`src/rtl/result_streamer.sv`:
```
// result_streamer
// Drains a block of result words out of a synchronous-read memory (mem3) and
// presents them on a valid/ready output stream. A 2-entry prefetch buffer
// hides the one-cycle read latency so that, with m_ready held high, one word
// is delivered per cycle after the first.
//
// state  | meaning
// -------+---------------------------------------------------------------
// IDLE   | waiting for start; prefetch buffer empty
// RUN    | issuing reads and streaming words until the last one is taken
// FINISH | one-cycle done pulse, then back to IDLE
//
// Ports
//   clk, rst_n          clock, synchronous active-low reset
//   start, num_results  drain request and word count (sampled in IDLE only)
//   rd_en, rd_addr      memory read strobe and address
//   rd_data             memory read data, valid one cycle after rd_en
//   m_valid, m_ready    output stream handshake
//   m_data, m_last      output word, final-word marker
//   busy, done          drain in progress, one-cycle completion pulse
//   sent_count          words accepted downstream in the current/last drain
module result_streamer #(
    parameter int DATA_WIDTH = 8,
    parameter int ADDR_WIDTH = 4
) (
    input  logic                  clk,
    input  logic                  rst_n,
    input  logic                  start,
    input  logic [ADDR_WIDTH:0]   num_results,
    output logic                  rd_en,
    output logic [ADDR_WIDTH-1:0] rd_addr,
    input  logic [DATA_WIDTH-1:0] rd_data,
    output logic                  m_valid,
    input  logic                  m_ready,
    output logic [DATA_WIDTH-1:0] m_data,
    output logic                  m_last,
    output logic                  busy,
    output logic                  done,
    output logic [ADDR_WIDTH:0]   sent_count
);

    typedef enum logic [1:0] {
        IDLE   = 2'd0,
        RUN    = 2'd1,
        FINISH = 2'd2
    } state_t;

    localparam logic [ADDR_WIDTH:0] MAX_N = {1'b1, {ADDR_WIDTH{1'b0}}};
    localparam logic [ADDR_WIDTH:0] ONE   = {{ADDR_WIDTH{1'b0}}, 1'b1};

    state_t                  state;
    logic [ADDR_WIDTH:0]     n_words;
    logic [ADDR_WIDTH:0]     issued;
    logic                    rd_pending;
    logic                    head_valid;
    logic                    tail_valid;
    logic [DATA_WIDTH-1:0]   head_data;
    logic [DATA_WIDTH-1:0]   tail_data;
    logic                    pop;
    logic                    push;
    logic [1:0]              reserved;

    assign pop  = head_valid & m_ready;
    assign push = rd_pending;

    // Buffer slots already claimed (held words plus the read whose data is on
    // rd_data now), minus the word leaving this cycle. Crediting the pop is
    // what allows back-to-back reads when the consumer never stalls.
    assign reserved = {1'b0, head_valid} + {1'b0, tail_valid}
                    + {1'b0, rd_pending} - {1'b0, pop};

    assign rd_en   = (state == RUN) && (issued < n_words) && (reserved < 2'd2);
    assign rd_addr = issued[ADDR_WIDTH-1:0];

    assign m_valid = head_valid;
    assign m_data  = head_data;
    // The head is always word number sent_count of this drain.
    assign m_last  = head_valid && (sent_count == (n_words - ONE));

    always_ff @(posedge clk) begin
        if (!rst_n) begin
            state      <= IDLE;
            n_words    <= '0;
            issued     <= '0;
            rd_pending <= 1'b0;
            head_valid <= 1'b0;
            tail_valid <= 1'b0;
            head_data  <= '0;
            tail_data  <= '0;
            sent_count <= '0;
            busy       <= 1'b0;
            done       <= 1'b0;
        end else begin
            rd_pending <= rd_en;
            if (rd_en) begin
                issued <= issued + ONE;
            end
            if (pop) begin
                sent_count <= sent_count + ONE;
            end

            if (push && pop) begin
                if (tail_valid) begin
                    head_data <= tail_data;
                    tail_data <= rd_data;
                end else begin
                    head_data <= rd_data;
                end
            end else if (pop) begin
                head_data  <= tail_data;
                head_valid <= tail_valid;
                tail_valid <= 1'b0;
            end else if (push) begin
                if (!head_valid) begin
                    head_data  <= rd_data;
                    head_valid <= 1'b1;
                end else begin
                    tail_data  <= rd_data;
                    tail_valid <= 1'b1;
                end
            end

            case (state)
                IDLE: begin
                    done <= 1'b0;
                    if (start) begin
                        state      <= RUN;
                        busy       <= 1'b1;
                        n_words    <= (num_results > MAX_N) ? MAX_N : num_results;
                        sent_count <= '0;
                        issued     <= '0;
                    end
                end
                RUN: begin
                    // An empty request still spends one RUN cycle so its done
                    // pulse lands two cycles after start.
                    if ((n_words == '0) || (pop && m_last)) begin
                        state <= FINISH;
                        busy  <= 1'b0;
                        done  <= 1'b1;
                    end
                end
                FINISH: begin
                    state <= IDLE;
                    done  <= 1'b0;
                end
                default: begin
                    state <= IDLE;
                    busy  <= 1'b0;
                    done  <= 1'b0;
                end
            endcase
        end
    end

endmodule

```
`config.mk`:
```
export PLATFORM = sky130hd
export DESIGN_NAME = result_streamer
export DESIGN_NICKNAME = d
export VERILOG_FILES = /design/src/rtl/result_streamer.sv
export SDC_FILE = /design/constraint.sdc
export NUM_CORES = 1
export LEC_CHECK = 0
export ABC_AREA = 1
export CORE_ASPECT_RATIO = 0.5
export CORE_UTILIZATION = 45
export CTS_CLUSTER_SIZE = 14
export DETAILED_ROUTE_END_ITERATION = 12
export PLACE_DENSITY = 0.78
export SYNTH_ARGS = -nofsm -noshare
export SYNTH_HDL_FRONTEND = slang
export SYNTH_SLANG_ARGS = --single-unit
```
`constraint.sdc`:
```
create_clock -name clk -period 3 [get_ports clk]
set_clock_uncertainty 0.1 [all_clocks]
set_input_delay 0.6 -clock clk [delete_from_list [all_inputs] [get_ports clk]]
set_output_delay 0.6 -clock clk [all_outputs]
set_load 0.1 [all_outputs]
```
# Word level (Yosys, flattened, before mapping)
# Index checks and enable logic that the tools add are counted.
# word_totals
latch_bits	0
rom_bits	0
in_bits	17
mem_bits_rw	0
register_bits	38
out_inout_bits	22
word_cells	80
memories	0
# classes
multipliers	0
mux	28
shifts	0
n_bitwise	3
n_lt_le_gt_ge	3
eq_ne	8
n_div	0
n_reduce_logical	21
addsub	6
# op_table
cell	count
$mux W8	10
$mux W5	7
$add A5 B1 Y5 const B	2
$reduce_and A2 Y1	5
$reduce_bool A2 Y1	4
$mux W1	7
$reduce_and A3 Y1	2
$eq A5 B5 Y1	1
$gt A5 B5 Y1 const B	1
$logic_and A1 B1 Y1	5
$logic_not A5 Y1	1
$lt A5 B5 Y1	1
$sub A5 B1 Y5 const B	1
$mux W2	2
$ne A2 B1 Y1 const B	2
$ne A2 B2 Y1 const B	2
$pmux W2 S2	1
$reduce_and A4 Y1	1
$ne A3 B1 Y1 const B	1
$pmux W1 S3	1
$reduce_bool A3 Y1	1
$add A1 B1 Y2	1
$add A2 B1 Y2	1
$eq A2 B1 Y1 const B	1
other kinds (7)	8

# Depth between registers and ports, before layout
# logic_depth
word_depth	8
ltp_mapped	14
depth_no_buf	14

# Worst setup path after synthesis
# OpenSTA, ideal clock, no wires.
# synth_path
kind	flip-flop to output port
from	register head_valid (netlist: m_valid)
to	output port rd_en
required_ns	2.300
arrival_time_ns	3.500
path_slack_ns	-1.200
stages_incl_launch_ff	10
path_buffers	0
path_cell_list	dfxtp_1 -> nand2_4 -> inv_4 -> ha_1 -> inv_1 -> ha_1 -> a21oi_1 -> nand2b_1 -> nand2_1 -> nor2_1
# synth_via
elab_chain_cells	5
word_cells_on_any_way	6
cone_classes	add/sub (3); order compare (1); bitwise (1); reduce/logical (1)
# synth_lines
element	line	rtl
from (decl)	55	logic head_valid;
from (signal assigned)	111	head_valid <= tail_valid;
$add A1 B1 Y2	69	assign reserved = {1'b0, head_valid} + {1'b0, tail_valid}
$add A2 B1 Y2	70	+ {1'b0, rd_pending} - {1'b0, pop};
$sub A2 B1 Y2 (*)	70	
$lt A2 B2 Y1 (*)	72	assign rd_en = (state == RUN) && (issued < n_words) && (reserved < 2'd2);
$logic_and A1 B1 Y1 (*)	72	
to (decl)	30	output logic rd_en,
# Every way passes the cells marked *; elsewhere a longest branch is shown, timed or not.

# Worst setup path in the final report
# layout_path
from	input port m_ready
to	output port rd_en
# layout_via
elab_chain_cells	4
# layout_lines
element	line	rtl
from (decl)	34	input logic m_ready,
$and A1 B1 Y1	63	assign pop = head_valid & m_ready;
$sub A2 B1 Y2	70	
$lt A2 B2 Y1	72	
$logic_and A1 B1 Y1	72	
# Every way passes these cells.

==> results.json <==
{
  "status": "complete, no violations",
  "power.switching_w": 0.000431,
  "drtPass1Iterations": 4,
  "synth-xor-area-share": 0.0133,
  "overflow": 0,
  "die_area_um2": 4680,
  "clk_latency_ns": 0.28,
  "clkPwrFrac": 0.322,
  "max_slew_margin": 0.738,
  "ys_ff_latch": 38,
  "final_antenna_net_count": 0,
  "pwr-share-seq": 0.421,
  "sw_frac_of_total": 0.329,
  "initial_core_util": 0.489,
  "crit_fanout": 2,
  "fmax_mhz": 345,
  "worstPathArrival_ns": 2.20,
  "layout_common_cells": "42 x nor2_1, 39 x inv_1, 38 x nand2_1",
  "internal_power_w": 0.000879,
  "antenna_found_initial": 0,
  "viasPerCell": 5.06,
  "synth-main-ff-cell": "dfxtp_1",
  "grt_pass1_vias": 1732,
  "maxSlewViolCount": 0,
  "io_pins": 39,
  "port_buffers": 38,
  "synth_fp_nets": 298,
  "fill_cells": 366,
  "hold_violations": 0,
  "r2r_end": "issued[4]$_SDFF_PN0_",
  "core.rowCount": 16,
  "drt-total-wl_um": 4450,
  "grt_use_total": 0.205,
  "grt_setup_unrepaired": "no",
  "cts_tree": "done",
  "hold-path-endpoint": "tail_valid$_SDFFE_PN0P_",
  "multi_input_area_um2": 1040,
  "area_delta_synth_final_pct": 27.2,
  "final_common_cell": "nor2_1",
  "seq_area_um2": 763,
  "hpwl_um": 3250,
  "setup_violations": 0,
  "grt_pass1_wl_um": 7390,
  "cts.root.buffer_cell": "clkbuf_8",
  "power_frac_comb": 0.257,
  "seq_area_frac_synth": 0.385,
  "yosys_warnings": 0,
  "cts_max_path_buffers": 2,
  "cts_hold_buf": 0,
  "drv_cap": 0,
  "place_ws_ns": -0.148,
  "postSynthAreaPerCell_um2": 7.35,
  "p_per_area_nw_per_um2": 521,
  "syn_area_um2": 1980,
  "fp.dieW_um": 95.7,
  "worstMarginPinSlew_ns": 0.393,
  "fin_ws_ns": 0.104,
  "r2r-start": "m_valid$_SDFFE_PN0P_",
  "nets": 340,
  "drive_above_1_share": 0.147,
  "clock-sinks": 38,
  "fin_crit_sh": 0.965,
  "synth-async-reset-ratio": 0,
  "ir_worst_vdd_v": 0.000302,
  "r2r_cells": 14,
  "cts_buffers": 5,
  "coreArea_um2": 4040,
  "p_leak_nw": 1.20,
  "synth_top_family_by_area": "simple AND/OR/NAND/NOR gates",
  "worst-r2r-setup-slack_ns": 0.76,
  "dp_cells": 357,
  "grt_max_degree": 20,
  "finalCriticalPeriod_ns": 2.90,
  "synthCells": 269,
  "htreeDepth": 2,
  "min_path_type": "flop to flop",
  "instances_no_fill": 366,
  "synthAdderAreaFrac": 0.0759,
  "worstHoldStart": "tail_valid$_SDFFE_PN0P_",
  "yosysUniqueCellTypes": 33,
  "die_h_um": 48.9,
  "first_iter_violations": 83,
  "hold_depth": 2,
  "cp-start-kind": "input pin",
  "total_power_w": 0.00131,
  "wl_per_cell_um": 12.2,
  "post-route-drc-count": 0,
  "gp_congestion": 0.844,
  "synth_edf_count": 0,
  "path_class": "input pin to output port",
  "clk_pin_slew_ns": 0.07,
  "synthMuxAreaShare": 0.0424,
  "yosys.area_share.simple": 0.235,
  "synth_compound_area_frac": 0.148,
  "end_kind": "output port",
  "required_ns": 2.30,
  "dr_total_vias": 1852,
  "antenna_cells": 0
}
## how the worst max path moves through the flow
stage                                     from  endpoint  cells after the start
final                                  m_ready     rd_en                     11
after global routing                   m_ready     rd_en                     11
after CTS                              m_ready     rd_en                     11
after detailed placement               m_ready     rd_en                     11
after global placement                 m_ready     rd_en                     11
after floorplan           m_valid$_SDFFE_PN0P_     rd_en                      9
## stage by stage
step | cell area (µm²) | utilization | TNS (ns) | hold slack, ns
after floorplan | 1990 | - | -0.00584 | 0.344
after global placement | 2390 | 0.591 | -0.101 | 0.353
after detailed placement | 2390 | 0.591 | -0.148 | 0.356
after CTS | 2500 | 0.619 | 0 | 0.374
after global routing | 2510 | 0.622 | 0 | 0.400
final | 2510 | 0.622 | 0 | 0.371
## logic make-up (layout without fill, tap and decap cells)
| kind of cell | count (synthesis) | count (layout) |
|---|---|---|
| flops | 38 | 38 |
| fa+ha+maj | 12 | 12 |
| buf+inv | 48 | 91 |
| simple gates | 108 | 108 |
| compound gates | 52 | 52 |
| mux | 8 | 8 |
| xor+xnor | 3 | 3 |
## flip-flops by register name (all words and copies together) (netlist names)
| signal | count |
|---|---|
| m_data | 8 |
| tail_data | 8 |
| issued | 5 |
| n_words | 5 |
| sent_count | 5 |
| state | 2 |
| busy | 1 |
| done | 1 |
| m_valid | 1 |
| push | 1 |
| tail_valid | 1 |
## per-layer routing
layer,vias up,GRT usage,wire [µm]
met5,-,0,0
met4,0,0.0647,44
met3,4,0.0545,201
met2,37,0.343,2100
met1,856,0.257,2110
li1,955,-,-
## synth_stat cells (all sizes together), types with 5 or more instances
master	instances	area share
nand3	12	0.033
nor2	43	0.082
a21oi	16	0.041
inv	40	0.077
buf	5	0.018
mux2i	5	0.025
ha	12	0.076
nand2	40	0.080
dfxtp	38	0.38
o21ai	26	0.072
## final cells by class
| class | count | share of cell area |
|---|---|---|
| Timing Repair Buffer | 43 | 0.154 |
| Tap cell | 54 | 0.0269 |
| Inverter | 40 | 0.0607 |
| Clock buffer | 7 | 0.0303 |
| Clock inverter | 1 | 0.0119 |
| Multi-Input combinational cell | 183 | 0.413 |
| Sequential cell | 38 | 0.303 |
## what timing repair did
item                       in CTS  in global routing
pin swaps                       1                  2
buffers inserted                1                  0
setup endpoints to repair       1                  1
gates resized for setup         2                  2
## power by group through the flow
stage	combinational (W)	clock (W)	sequential [W]
global route	0.000361	0.000461	0.000555
floorplan	0.000135	0	0.000672
global placement	0.000327	0	0.000561
CTS	0.000337	0.000432	0.000551
finish	0.000337	0.000422	0.000551
detailed placement	0.000332	0	0.000562
## critical path: stages
cell and delay [ns]:
dlygate4sd2_1 0.26, nand2_4 0.09, inv_4 0.03, ha_1 0.26, inv_1 0.04, ha_1 0.28, a21oi_2 0.14, nand2b_4 0.14
nand2_2 0.06, nor2_4 0.11, buf_12 0.18
Note: power is estimated with default switching activity, not from simulation.
